==> src/rtl/me_search_sequencer.sv <==
// Sequencer for one full-search motion-estimation pass over a single 8x8 block:
// loads CurBuffer, paces RefSRAM line by line, issues candidates and keeps the minimum SAD.
module me_search_sequencer #(
  parameter int unsigned EDGE_LEN = 8,
  parameter int unsigned SEARCH_W = 16,
  parameter int unsigned SEARCH_H = 16,
  parameter int unsigned CUR_LOAD = 16,
  parameter int unsigned AD_LAT   = 4,
  parameter int unsigned SAD_W    = 14,
  localparam int unsigned XW      = $clog2(SEARCH_W),
  localparam int unsigned YW      = $clog2(SEARCH_H)
) (
  input  logic             clk,
  input  logic             rst,
  input  logic             start,
  input  logic             sram_ready,
  input  logic [SAD_W-1:0] sad_in,
  output logic             cur_read_start,
  output logic             cur_read_en,
  output logic             ref_next_line,
  output logic             cur_next_block,
  output logic             busy,
  output logic             done,
  output logic [SAD_W-1:0] best_sad,
  output logic [XW-1:0]    best_x,
  output logic [YW-1:0]    best_y
);

  localparam int unsigned CW = $clog2(CUR_LOAD + EDGE_LEN + AD_LAT + 1);

  typedef enum logic [2:0] {
    S_IDLE, S_LOAD_CUR, S_WAIT_REF, S_FILL, S_SCAN, S_DRAIN, S_DONE
  } state_t;

  state_t                    state_q, state_d;
  logic [CW-1:0]             cnt_q, cnt_d;
  logic [XW-1:0]             col_q, col_d;
  logic [YW-1:0]             row_q, row_d;
  logic                      ready_q, ready_d;
  logic [AD_LAT-1:0]         pv_q, pv_d;
  logic [AD_LAT-1:0][XW-1:0] pc_q, pc_d;
  logic [AD_LAT-1:0][YW-1:0] pr_q, pr_d;
  logic [SAD_W-1:0]          min_q, min_d;
  logic [XW-1:0]             min_x_q, min_x_d;
  logic [YW-1:0]             min_y_q, min_y_d;
  logic                      cur_read_start_q, cur_read_start_d;
  logic                      cur_read_en_q, cur_read_en_d;
  logic                      ref_next_line_q, ref_next_line_d;
  logic                      cur_next_block_q, cur_next_block_d;
  logic                      busy_q, busy_d;
  logic                      done_q, done_d;
  logic [SAD_W-1:0]          best_sad_q, best_sad_d;
  logic [XW-1:0]             best_x_q, best_x_d;
  logic [YW-1:0]             best_y_q, best_y_d;

  // Next-state, pipe shift, running minimum and registered output decode
  always_comb begin
    state_d          = state_q;
    cnt_d            = cnt_q;
    col_d            = col_q;
    row_d            = row_q;
    ready_d          = ready_q | sram_ready;
    min_d            = min_q;
    min_x_d          = min_x_q;
    min_y_d          = min_y_q;
    cur_read_start_d = 1'b0;
    ref_next_line_d  = 1'b0;
    best_sad_d       = best_sad_q;
    best_x_d         = best_x_q;
    best_y_d         = best_y_q;

    pv_d[0] = (state_q == S_SCAN);
    pc_d[0] = col_q;
    pr_d[0] = row_q;
    for (int i = 1; i < int'(AD_LAT); i++) begin
      pv_d[i] = pv_q[i-1];
      pc_d[i] = pc_q[i-1];
      pr_d[i] = pr_q[i-1];
    end

    // Strict compare: on ties the candidate scanned first is kept
    if (pv_q[AD_LAT-1] && (sad_in < min_q)) begin
      min_d   = sad_in;
      min_x_d = pc_q[AD_LAT-1];
      min_y_d = pr_q[AD_LAT-1];
    end

    case (state_q)
      S_IDLE: begin
        if (start) begin
          state_d          = S_LOAD_CUR;
          cnt_d            = '0;
          col_d            = '0;
          row_d            = '0;
          min_d            = '1;
          min_x_d          = '0;
          min_y_d          = '0;
          cur_read_start_d = 1'b1;
        end
      end
      S_LOAD_CUR: begin
        if (cnt_q == CW'(CUR_LOAD - 1)) begin
          state_d = S_WAIT_REF;
          cnt_d   = '0;
        end else begin
          cnt_d = cnt_q + CW'(1);
        end
      end
      S_WAIT_REF: begin
        // A pulse landing on the consume cycle re-arms the flag
        if (ready_q) begin
          state_d = S_FILL;
          ready_d = sram_ready;
          cnt_d   = '0;
        end
      end
      S_FILL: begin
        if (cnt_q == CW'(EDGE_LEN - 1)) begin
          state_d = S_SCAN;
          cnt_d   = '0;
          col_d   = '0;
        end else begin
          cnt_d = cnt_q + CW'(1);
        end
      end
      S_SCAN: begin
        if (col_q == XW'(SEARCH_W - 1)) begin
          col_d = '0;
          cnt_d = '0;
          if (row_q != YW'(SEARCH_H - 1)) begin
            row_d           = row_q + YW'(1);
            ref_next_line_d = 1'b1;
            state_d         = S_WAIT_REF;
          end else begin
            state_d = S_DRAIN;
          end
        end else begin
          col_d = col_q + XW'(1);
        end
      end
      S_DRAIN: begin
        if (cnt_q == CW'(AD_LAT - 1)) begin
          state_d = S_DONE;
          cnt_d   = '0;
        end else begin
          cnt_d = cnt_q + CW'(1);
        end
      end
      S_DONE:  state_d = S_IDLE;
      default: state_d = S_IDLE;
    endcase

    cur_read_en_d    = (state_d == S_LOAD_CUR);
    busy_d           = (state_d != S_IDLE);
    done_d           = (state_d == S_DONE);
    cur_next_block_d = (state_d == S_DONE);
    // Results publish together with done; the last tail compare is folded in via min_d
    if (state_d == S_DONE) begin
      best_sad_d = min_d;
      best_x_d   = min_x_d;
      best_y_d   = min_y_d;
    end
  end

  always_ff @(posedge clk or posedge rst) begin
    if (rst) begin
      state_q          <= S_IDLE;
      cnt_q            <= '0;
      col_q            <= '0;
      row_q            <= '0;
      ready_q          <= 1'b0;
      pv_q             <= '0;
      pc_q             <= '0;
      pr_q             <= '0;
      min_q            <= '1;
      min_x_q          <= '0;
      min_y_q          <= '0;
      cur_read_start_q <= 1'b0;
      cur_read_en_q    <= 1'b0;
      ref_next_line_q  <= 1'b0;
      cur_next_block_q <= 1'b0;
      busy_q           <= 1'b0;
      done_q           <= 1'b0;
      best_sad_q       <= '1;
      best_x_q         <= '0;
      best_y_q         <= '0;
    end else begin
      state_q          <= state_d;
      cnt_q            <= cnt_d;
      col_q            <= col_d;
      row_q            <= row_d;
      ready_q          <= ready_d;
      pv_q             <= pv_d;
      pc_q             <= pc_d;
      pr_q             <= pr_d;
      min_q            <= min_d;
      min_x_q          <= min_x_d;
      min_y_q          <= min_y_d;
      cur_read_start_q <= cur_read_start_d;
      cur_read_en_q    <= cur_read_en_d;
      ref_next_line_q  <= ref_next_line_d;
      cur_next_block_q <= cur_next_block_d;
      busy_q           <= busy_d;
      done_q           <= done_d;
      best_sad_q       <= best_sad_d;
      best_x_q         <= best_x_d;
      best_y_q         <= best_y_d;
    end
  end

  assign cur_read_start = cur_read_start_q;
  assign cur_read_en    = cur_read_en_q;
  assign ref_next_line  = ref_next_line_q;
  assign cur_next_block = cur_next_block_q;
  assign busy           = busy_q;
  assign done           = done_q;
  assign best_sad       = best_sad_q;
  assign best_x         = best_x_q;
  assign best_y         = best_y_q;

endmodule

==> config.mk <==
export PLATFORM = sky130hd
export DESIGN_NAME = me_search_sequencer
export DESIGN_NICKNAME = d
export VERILOG_FILES = /design/src/rtl/me_search_sequencer.sv
export SDC_FILE = /design/constraint.sdc
export NUM_CORES = 1
export LEC_CHECK = 0
export ABC_AREA = 1
export CORE_ASPECT_RATIO = 0.5
export CORE_MARGIN = 10
export CORE_UTILIZATION = 56
export DETAILED_ROUTE_END_ITERATION = 12
export PLACE_DENSITY = 0.84
export SLEW_MARGIN = 40
export SYNTH_ARGS = -nofsm -noshare
export SYNTH_HDL_FRONTEND = slang
export SYNTH_SLANG_ARGS = --single-unit
==> constraint.sdc <==
create_clock -name clk -period 3.7 [get_ports clk]
set_input_delay 0.555 -clock clk [delete_from_list [all_inputs] [get_ports clk]]
set_output_delay 0.555 -clock clk [all_outputs]
set_load 0.005 [all_outputs]
==> impl_metrics.tcl, run 1 <==
set metrics [dict create \
    outcome "finished clean" \
    met3_usage 0.05296 \
    fin_crit_sh 0.6471 \
    vias 3123 \
    grt.overflow.total 0 \
    period_minus_slack_ns 2.394 \
    gp_congestion 0.8456 \
    pwr-share-clk 0.219 \
    busiest_layer "met2" \
    met2_usage 0.2761 \
    cts_hold_buf 0 \
    synth_async_sr_flop_share 1.000 \
    nNetsFinal 538 \
    internal_power_uw 2826 \
    dieArea_um2 11870 \
    worst_ep_arrival_time_ns 2.67 \
    max_freq_ghz 0.4177 \
    die_y_um 82.22 \
    placed_cells 587 \
    synthCells 455 \
    yosysTopAreaCell "dfrtp_1" \
    maxCapViolCount 0 \
    synth_area_um2 4335 \
    p_seq_frac 0.448 \
    row_count 22 \
    syn-num-nets 491 \
    met1_usage 0.1857 \
    yosysTopAreaCellShare 0.4271 \
    yosys-top-cells-area "dfrtp_1 (43%), dfstp_2 (17%), nand2_1 (12%)" \
    dp_hpwl_um 5782 \
    layout_common_cells "nand2_1 (134), dfrtp_1 (74), inv_1 (65)" \
    grtUsageTotal 0.1617 \
    vdd_drop_max_uv 318.3 \
    startpoint_type "input port" \
    antenna_cells 0 \
    wire_per_inst_um 14.64 \
    h-tree-depth 3 \
    power.share.switching 0.3376 \
    cts_buffers 9 \
    antenna_found_initial 0 \
    setup_viol_count_final 0 \
    ys_ff_latch 102 \
    drt-vias-per-instance 5.179 \
    syn_avg_cell_area_um2 9.528 \
    dr.pass1.iters 4 \
    grt_pass1_wl_um 15140 \
    fin_skew_ns 0.009394 \
    clock_path_buffers 2 \
    clock_latency_ns 0.35 \
    yosys_warnings 0 \
    postCtsSetupBuffers 0 \
    io_pins 46 \
    cp_max_fo 22 \
    grt_max_degree 85 \
    grt_pass1_vias 3298 \
    first_iter_violations 258 \
    die_w_um 144.4 \
    required_ns 3.98 \
    pwr-share-comb 0.333 \
    area_growth_pct 18.87 \
    timing_worst_setup_path_type "input port to flop" \
    design.core.area_um2 7432 \
    grt_setup_unrepaired "no" \
    cp-end-kind "flop" \
    ys_types 34 \
    drc 0 \
    synth_edf_count 0 \
    max_slew_margin 0.5284 \
    path_clk_slew_ns 0.07 \
    final_common_cell "nand2_1" \
    drive_gt1_frac 0.1203 \
    seq_area_frac_synth 0.5968 \
    min_path_type "flop to flop" \
    finalSetupTns_ns 0 \
    hold_violations 0 \
    worst_pin_slew_ns 0.7074 \
    ant_nets 0 \
    clock-sinks 102 \
    cts_tree "yes" \
    leakagePower_uw 0.002652 \
    final_cells 603 \
    p_sw_uw 1440 \
    p_per_area_nw_per_um2 827.8 \
    synthFlopType "dfrtp_1" \
    post_cts_resized 0 \
    cts_root_buffer "clkbuf_16" \
    drv_slew 0 \
    routed_wl_um 8828 \
    portBuffers 45 \
    initial_core_util 0.5833 \
]
==> final timing paths <==
check                           start     endpoint  slack (ns)  depth (start not counted)
setup / recovery           sad_in[13]  best_sad[0]        1.31                         12
hold / removal                pr_d[5]      pr_d[9]        0.35                          0
setup reg to reg            min_q[13]  best_sad[0]        1.45                         12
hold reg to reg               pr_d[5]      pr_d[9]        0.35                          0
max in group asynchronous         rst  best_sad[9]        2.18                          3
min in group asynchronous         rst     pc_d[12]        0.74                          2
==> per-layer routing <==
metal | vias up | wire [um] | share of wire
li1 | 1521 | - | -
met4 | 0 | 143 | 0.016
met2 | 83 | 4385 | 0.50
met1 | 1507 | 3747 | 0.42
met5 | - | 0 | 0
met3 | 12 | 552 | 0.063
==> registers in the layout, indices dropped and copies added, names as in the netlist, 5 cells and up <==
signal	count
best_sad	14
min_q	14
pc_d	12
pr_d	12
cnt_q	5
==> Yosys cell counts (3+ instances only) <==
| cell type | count |
|---|---|
| inv_2 | 3 |
| a21oi_1 | 9 |
| nand2_1 | 134 |
| nand4_1 | 9 |
| buf_2 | 8 |
| dfrtp_1 | 74 |
| buf_6 | 3 |
| nand3_1 | 46 |
| dfstp_2 | 28 |
| and3_1 | 8 |
| xor2_1 | 4 |
| inv_1 | 66 |
| ha_1 | 18 |
| nor2_1 | 18 |
| nor2_2 | 3 |
| o21ai_0 | 5 |
==> area by class of cell <==
| cell class | instances | area [um^2] |
|---|---|---|
| Fill cell | 523 | 2278 |
| Tap cell | 96 | 120.1 |
| Timing Repair Buffer | 50 | 488.0 |
| Sequential cell | 102 | 2587 |
| Clock inverter | 6 | 68.82 |
| Inverter | 70 | 269.0 |
| Multi-Input combinational cell | 269 | 1391 |
| Clock buffer | 10 | 229.0 |
==> kinds of logic (layout without fill, tap and decap cells) <==
group | after synthesis | after routing | synth area share
compound gates | 21 | 21 | 0.03059
xor+xnor | 4 | 4 | 0.008080
fa+ha+maj | 18 | 18 | 0.05195
flops | 102 | 102 | 0.5968
simple gates | 226 | 226 | 0.2303
buf+inv | 84 | 136 | 0.08225
==> metrics by stage <==
stage | power (uW) | setup WS [ns] | instance area [um^2] | utilization | hold slack (ns)
after CTS | 4298 | 1.351 | 5154 | 0.6934 | 0.3497
final | 4266 | 1.306 | 5154 | 0.6934 | 0.3491
after detailed placement | 3330 | 1.012 | 4856 | 0.6534 | 0.3347
after global placement | 3244 | 1.047 | 4853 | 0.6530 | 0.3311
after global routing | 4588 | 1.160 | 5154 | 0.6934 | 0.3517
after floorplan | 2807 | 0.5159 | 4335 | - | 0.3312
==> worst max-delay path, cell delays in order <==
cell             delay (ns)
clkdlybuf4s50_1        0.45
ha_1                   0.33
nand2_1                0.07
inv_1                  0.04
nor2_1                 0.09
nand3_1                0.10
nor2_2                 0.26
nand2_2                0.34
nand2_1                0.16
nand3_1                0.10
nand2_1                0.10
nand2_1                0.06
==> power groups by stage <==
| stage | Sequential, uW | Clock [uW] | Combinational, uW |
|---|---|---|---|
| floorplan | 1880 | 0 | 930 |
| global placement | 1890 | 0 | 1350 |
| detailed placement | 1920 | 0 | 1410 |
| CTS | 1910 | 957 | 1430 |
| global route | 1960 | 1000 | 1620 |
| finish | 1910 | 935 | 1420 |
No activity file was read; power rests on OpenSTA's default activity.
==> inputs of run 2 (changes only) <==
==> constraint.sdc (replaced) <==
create_clock -name clk -period 2.3 [get_ports clk]
set_input_delay 0.345 -clock clk [delete_from_list [all_inputs] [get_ports clk]]
set_output_delay 0.345 -clock clk [all_outputs]
set_load 0.005 [all_outputs]
==> impl_metrics.tcl, run 2 (synthesized netlist as in run 1, its figures left out) <==
set metrics [dict create \
    worst_pin_slew_ns 0.5183 \
    cp_cell_sequence "inv_1 > ha_1 > nand2_1 > nor2_1 > nand2_1 > nor2_1 > nand2_1 > buf_4 > nand3_1 > nand3_1 > nand2_1 > nand2_1" \
    max_freq_ghz 0.4875 \
    slowest_stage "dfstp_2" \
    antenna_found_initial 0 \
    period_minus_slack_ns 2.051 \
    cts_tree "yes" \
    area_growth_pct 20.40 \
    clock-sinks 102 \
    final_common_cell "nand2_1" \
    drt-vias-per-instance 5.133 \
    antenna_cells 0 \
    grt_setup_unrepaired "no" \
    fin_crit_sh 0.8918 \
    vias 3136 \
    fin_skew_ns 0.007216 \
    finalSetupTns_ns 0 \
    postCtsSetupBuffers 0 \
    worst_ep_arrival_time_ns 2.32 \
    dpl_worst_slack_ns 0.01796 \
    gp_congestion 0.8660 \
    cts_buffers 9 \
    h-tree-depth 3 \
    clock_path_buffers 2 \
    cts_root_buffer "clkbuf_16" \
    design.core.area_um2 7432 \
    clock_latency_ns 0.34 \
    initial_core_util 0.5833 \
    cpMostUsedCell "nand2_1" \
    layout_common_cells "nand2_1 (134), dfrtp_1 (74), inv_1 (65)" \
    grtUsageTotal 0.1639 \
    die_w_um 144.4 \
    timing_worst_setup_path_type "flop to flop" \
    totalPowerFinal_uw 6849 \
    io_pins 46 \
    row_count 22 \
    min_path_type "flop to flop" \
    drive_gt1_frac 0.1340 \
    worstRegToRegCells 12 \
    grt_pass1_wl_um 15280 \
    setup_viol_count_final 0 \
    worst_path_largest_cell_delay_ns 0.53 \
    routed_wl_um 8950 \
    outcome "finished clean" \
    cts_hold_buf 0 \
    setup_ws_ns 0.2489 \
    startpoint_type "flop" \
    hold_violations 0 \
    grt.overflow.total 0 \
    first_iter_violations 260 \
    die_y_um 82.22 \
    design_area_um2 5220 \
    required_ns 2.57 \
    dieArea_um2 11870 \
    cp-end-kind "flop" \
    grt_pass1_vias 3225 \
    placed_area_um2 4940 \
    dp_hpwl_um 6278 \
    wire_per_inst_um 14.65 \
    fillerInstances 494 \
    grt_max_degree 38 \
    min_path_cells 0 \
    hold_ws_ns 0.3504 \
    portBuffers 45 \
    max_slew_margin 0.6537 \
    vdd_drop_max_uv 482.5 \
    maxCapViolCount 0 \
    drv_slew 0 \
    drc 0 \
    ant_nets 0 \
    cp_max_fo 14 \
    dr.pass1.iters 4 \
    path_clk_slew_ns 0.07 \
    post_cts_resized 0 \
    p_per_area_nw_per_um2 1312 \
    leakagePower_uw 0.002690 \
    nNetsFinal 546 \
]
==> run 2: cell type report <==
class | count | area [um^2] | area share
flip-flops and latches | 102 | 2587 | 0.4957
multi-input cells | 269 | 1391 | 0.2665
repair buffers | 58 | 573.1 | 0.1098
inverters | 70 | 267.8 | 0.05129
clock buffers | 10 | 229.0 | 0.04386
well taps | 96 | 120.1 | 0.02301
clock inverters | 6 | 51.30 | 0.009827
==> run 2: where the power goes <==
part           switching [uW]  internal [uW]
clock network             677            753
logic                    1320           1040
registers                 365           2700
==> run 2: metrics by stage <==
step | utilization | cells
6_report | 0.7024 | 611
4_1_cts | 0.7024 | 611
3_5_place_dp | 0.6646 | 595
3_3_place_gp | 0.6646 | 595
5_1_grt | 0.7024 | 611
2_1_floorplan | - | 455
==> run 2: path summary, 6_finish.rpt <==
kind	start	slack [ns]	end
setup / recovery	min_q[13]	0.25	best_sad[13]
hold / removal	pr_d[15]	0.35	pr_q[15]
setup reg to reg	min_q[13]	0.25	best_sad[13]
hold reg to reg	pr_d[15]	0.35	pr_q[15]
max in group asynchronous	rst	1.30	best_sad[8]
min in group asynchronous	rst	0.38	row_q[3]
==> run 2: worst max-delay path, delay by kind of cell, from the launching register on <==
family,cells,cell delay [ns]
fa+ha+maj,1,0.29
buf+inv,2,0.24
flops,1,0.53
simple gates,9,0.91
==> run 2: metal layers <==
metal | wire, um | vias up | global-route usage
met5 | 0 | - | 0
met4 | 133 | 0 | 0.05812
met3 | 512 | 14 | 0.06207
met2 | 4436 | 77 | 0.2738
met1 | 3867 | 1512 | 0.1935
li1 | - | 1533 | -
==> inputs of run 3 (changes only) <==
--- a/config.mk
+++ b/config.mk
@@ -8,9 +8,10 @@
 export ABC_AREA = 1
 export CORE_ASPECT_RATIO = 0.5
 export CORE_MARGIN = 10
-export CORE_UTILIZATION = 56
+export CORE_UTILIZATION = 58
+export CTS_BUF_LIST = sky130_fd_sc_hd__clkbuf_8
 export DETAILED_ROUTE_END_ITERATION = 12
-export PLACE_DENSITY = 0.84
+export PLACE_DENSITY = 0.86
 export SLEW_MARGIN = 40
 export SYNTH_ARGS = -nofsm -noshare
 export SYNTH_HDL_FRONTEND = slang
==> constraint.sdc (replaced) <==
create_clock -name clk -period 2.2 [get_ports clk]
set_input_delay 0.33 -clock clk [delete_from_list [all_inputs] [get_ports clk]]
set_output_delay 0.33 -clock clk [all_outputs]
set_load 0.005 [all_outputs]
==> impl_metrics.tcl, run 3 (synthesized netlist as in run 1, its figures left out) <==
set metrics [dict create \
    outcome "finished clean" \
    min_path_type "flop to flop" \
    grt_max_degree 51 \
    p_per_area_nw_per_um2 1342 \
    grt_pass1_wl_um 15180 \
    drive_gt1_frac 0.1384 \
    cp-end-kind "flop" \
    fin_skew_ns 0.007124 \
    startpoint_type "flop" \
    worstReg2RegStart "min_q[12]" \
    gp_congestion 0.8422 \
    postCtsSetupBuffers 0 \
    final_common_cell "nand2_1" \
    grtUsageTotal 0.1649 \
    worstHoldEndpoint "pr_d[12]" \
    drt-vias-per-instance 5.138 \
    pwr-share-clk 0.181 \
    hold_violations 0 \
    p_seq_frac 0.462 \
    period_minus_slack_ns 2.089 \
    ant_nets 0 \
    wire_per_inst_um 14.67 \
    min_path_cells 0 \
    io_pins 46 \
    final_cells 609 \
    design.core.area_um2 7295 \
    drv_slew 0 \
    cp_max_fo 14 \
    leakagePower_uw 0.002660 \
    reg2reg_setup_slack_ns 0.11 \
    clock_latency_ns 0.38 \
    vias 3129 \
    p_sw_uw 2452 \
    setup_viol_count_final 0 \
    max_slew_margin 0.7172 \
    routed_wl_um 8933 \
    nNetsFinal 544 \
    setup_ws_ns 0.1109 \
    dr.pass1.iters 4 \
    layout_common_cells "nand2_1 (133), dfrtp_1 (74), inv_1 (65)" \
    vdd_drop_max_uv 481.5 \
    cts_buffers 9 \
    die_w_um 142.3 \
    first_iter_violations 229 \
    clock_path_buffers 2 \
    maxCapViolCount 0 \
    worstRegToRegCells 13 \
    h-tree-depth 3 \
    antenna_cells 0 \
    grt.overflow.total 0 \
    antenna_found_initial 0 \
    drc 0 \
    dp_hpwl_um 6303 \
    initial_core_util 0.5943 \
    internal_power_uw 4502 \
    cts_tree "yes" \
    power.share.switching 0.3527 \
    path_clk_slew_ns 0.10 \
    clock-sinks 102 \
    fin_crit_sh 0.9496 \
    die_y_um 81.14 \
    grt_pass1_vias 3266 \
    worst_ep_arrival_time_ns 2.41 \
    dpl_worst_slack_ns -0.05429 \
    dieArea_um2 11540 \
    area_growth_pct 19.48 \
    required_ns 2.52 \
    max_freq_ghz 0.4787 \
    r2r_end "best_sad[13]" \
    worst_pin_slew_ns 0.4241 \
    timing_worst_setup_path_type "flop to flop" \
    pwr-share-comb 0.357 \
    fillerInstances 508 \
    portBuffers 45 \
    row_count 22 \
    min_from "pr_d[8]" \
    placed_cells 593 \
    cts_root_buffer "clkbuf_8" \
]
[run 3: worst max path at each step]
stage	startpoint	to	slack, ns	cells past startpoint
2_1_floorplan	min_q[13]	min_x_q[0]	0.40	10
3_3_place_gp	sad_in[13]	best_sad[13]	0.05	12
3_5_place_dp	sad_in[12]	best_sad[12]	-0.05	12
4_1_cts	min_q[12]	best_sad[1]	0.13	13
5_1_grt	min_q[12]	best_sad[2]	-0.004	12
6_report	min_q[12]	best_sad[13]	0.11	13
[run 3: power groups by stage]
stage	Sequential [uW]	Clock (uW)	Combinational, uW
2_1_floorplan	3160	0	1570
3_3_place_gp	3190	0	2320
3_5_place_dp	3240	0	2450
4_1_cts	3210	1280	2480
5_1_grt	3300	1360	2830
6_report	3210	1260	2480
[run 3: layout make-up]
| cell class | count | area [um^2] | area share |
|---|---|---|---|
| flip-flops and latches | 102 | 2587 | 0.4995 |
| clock inverters | 6 | 77.57 | 0.01498 |
| inverters | 70 | 267.8 | 0.05169 |
| clock buffers | 10 | 137.6 | 0.02657 |
| multi-input cells | 269 | 1399 | 0.2700 |
| repair buffers | 56 | 590.6 | 0.1140 |
| well taps | 96 | 120.1 | 0.02319 |
[run 3: critical path, cell delays in order (launching register included)]
cell     delay [ns]
dfstp_2        0.54
inv_1          0.05
ha_1           0.30
nand2_1        0.11
inv_1          0.05
nand2_1        0.06
nand3_1        0.08
nor2_2         0.19
nand2_2        0.12
buf_12         0.16
nand2_1        0.07
nand3_1        0.12
nand2_1        0.10
nand2_1        0.07
[run 3: metal layers]
metal | share of wire | vias to the layer above | global-route usage
met1 | 0.42 | 1510 | 0.1934
met3 | 0.063 | 16 | 0.04948
met2 | 0.50 | 77 | 0.2796
met5 | 0 | - | 0
met4 | 0.020 | 0 | 0.07404
li1 | - | 1526 | -
[run 3: metrics by stage]
step                      hold WS, ns    util  power (uW)   TNS (ns)  cell area, um^2
after floorplan                0.3312       -        4721          0             4339
after global placement         0.3315  0.6786        5507          0             4950
after detailed placement       0.3355  0.6786        5691    -0.5418             4950
after CTS                      0.3559  0.7081        6968          0             5165
after global routing           0.3583  0.7101        7486  -0.004081             5180
final                          0.3557  0.7101        6954          0             5180
[run 3: what timing repair did]
action,CTS,global route
resized for setup,0,5
endpoints found under the setup margin,0,11
hold buffers,0,0
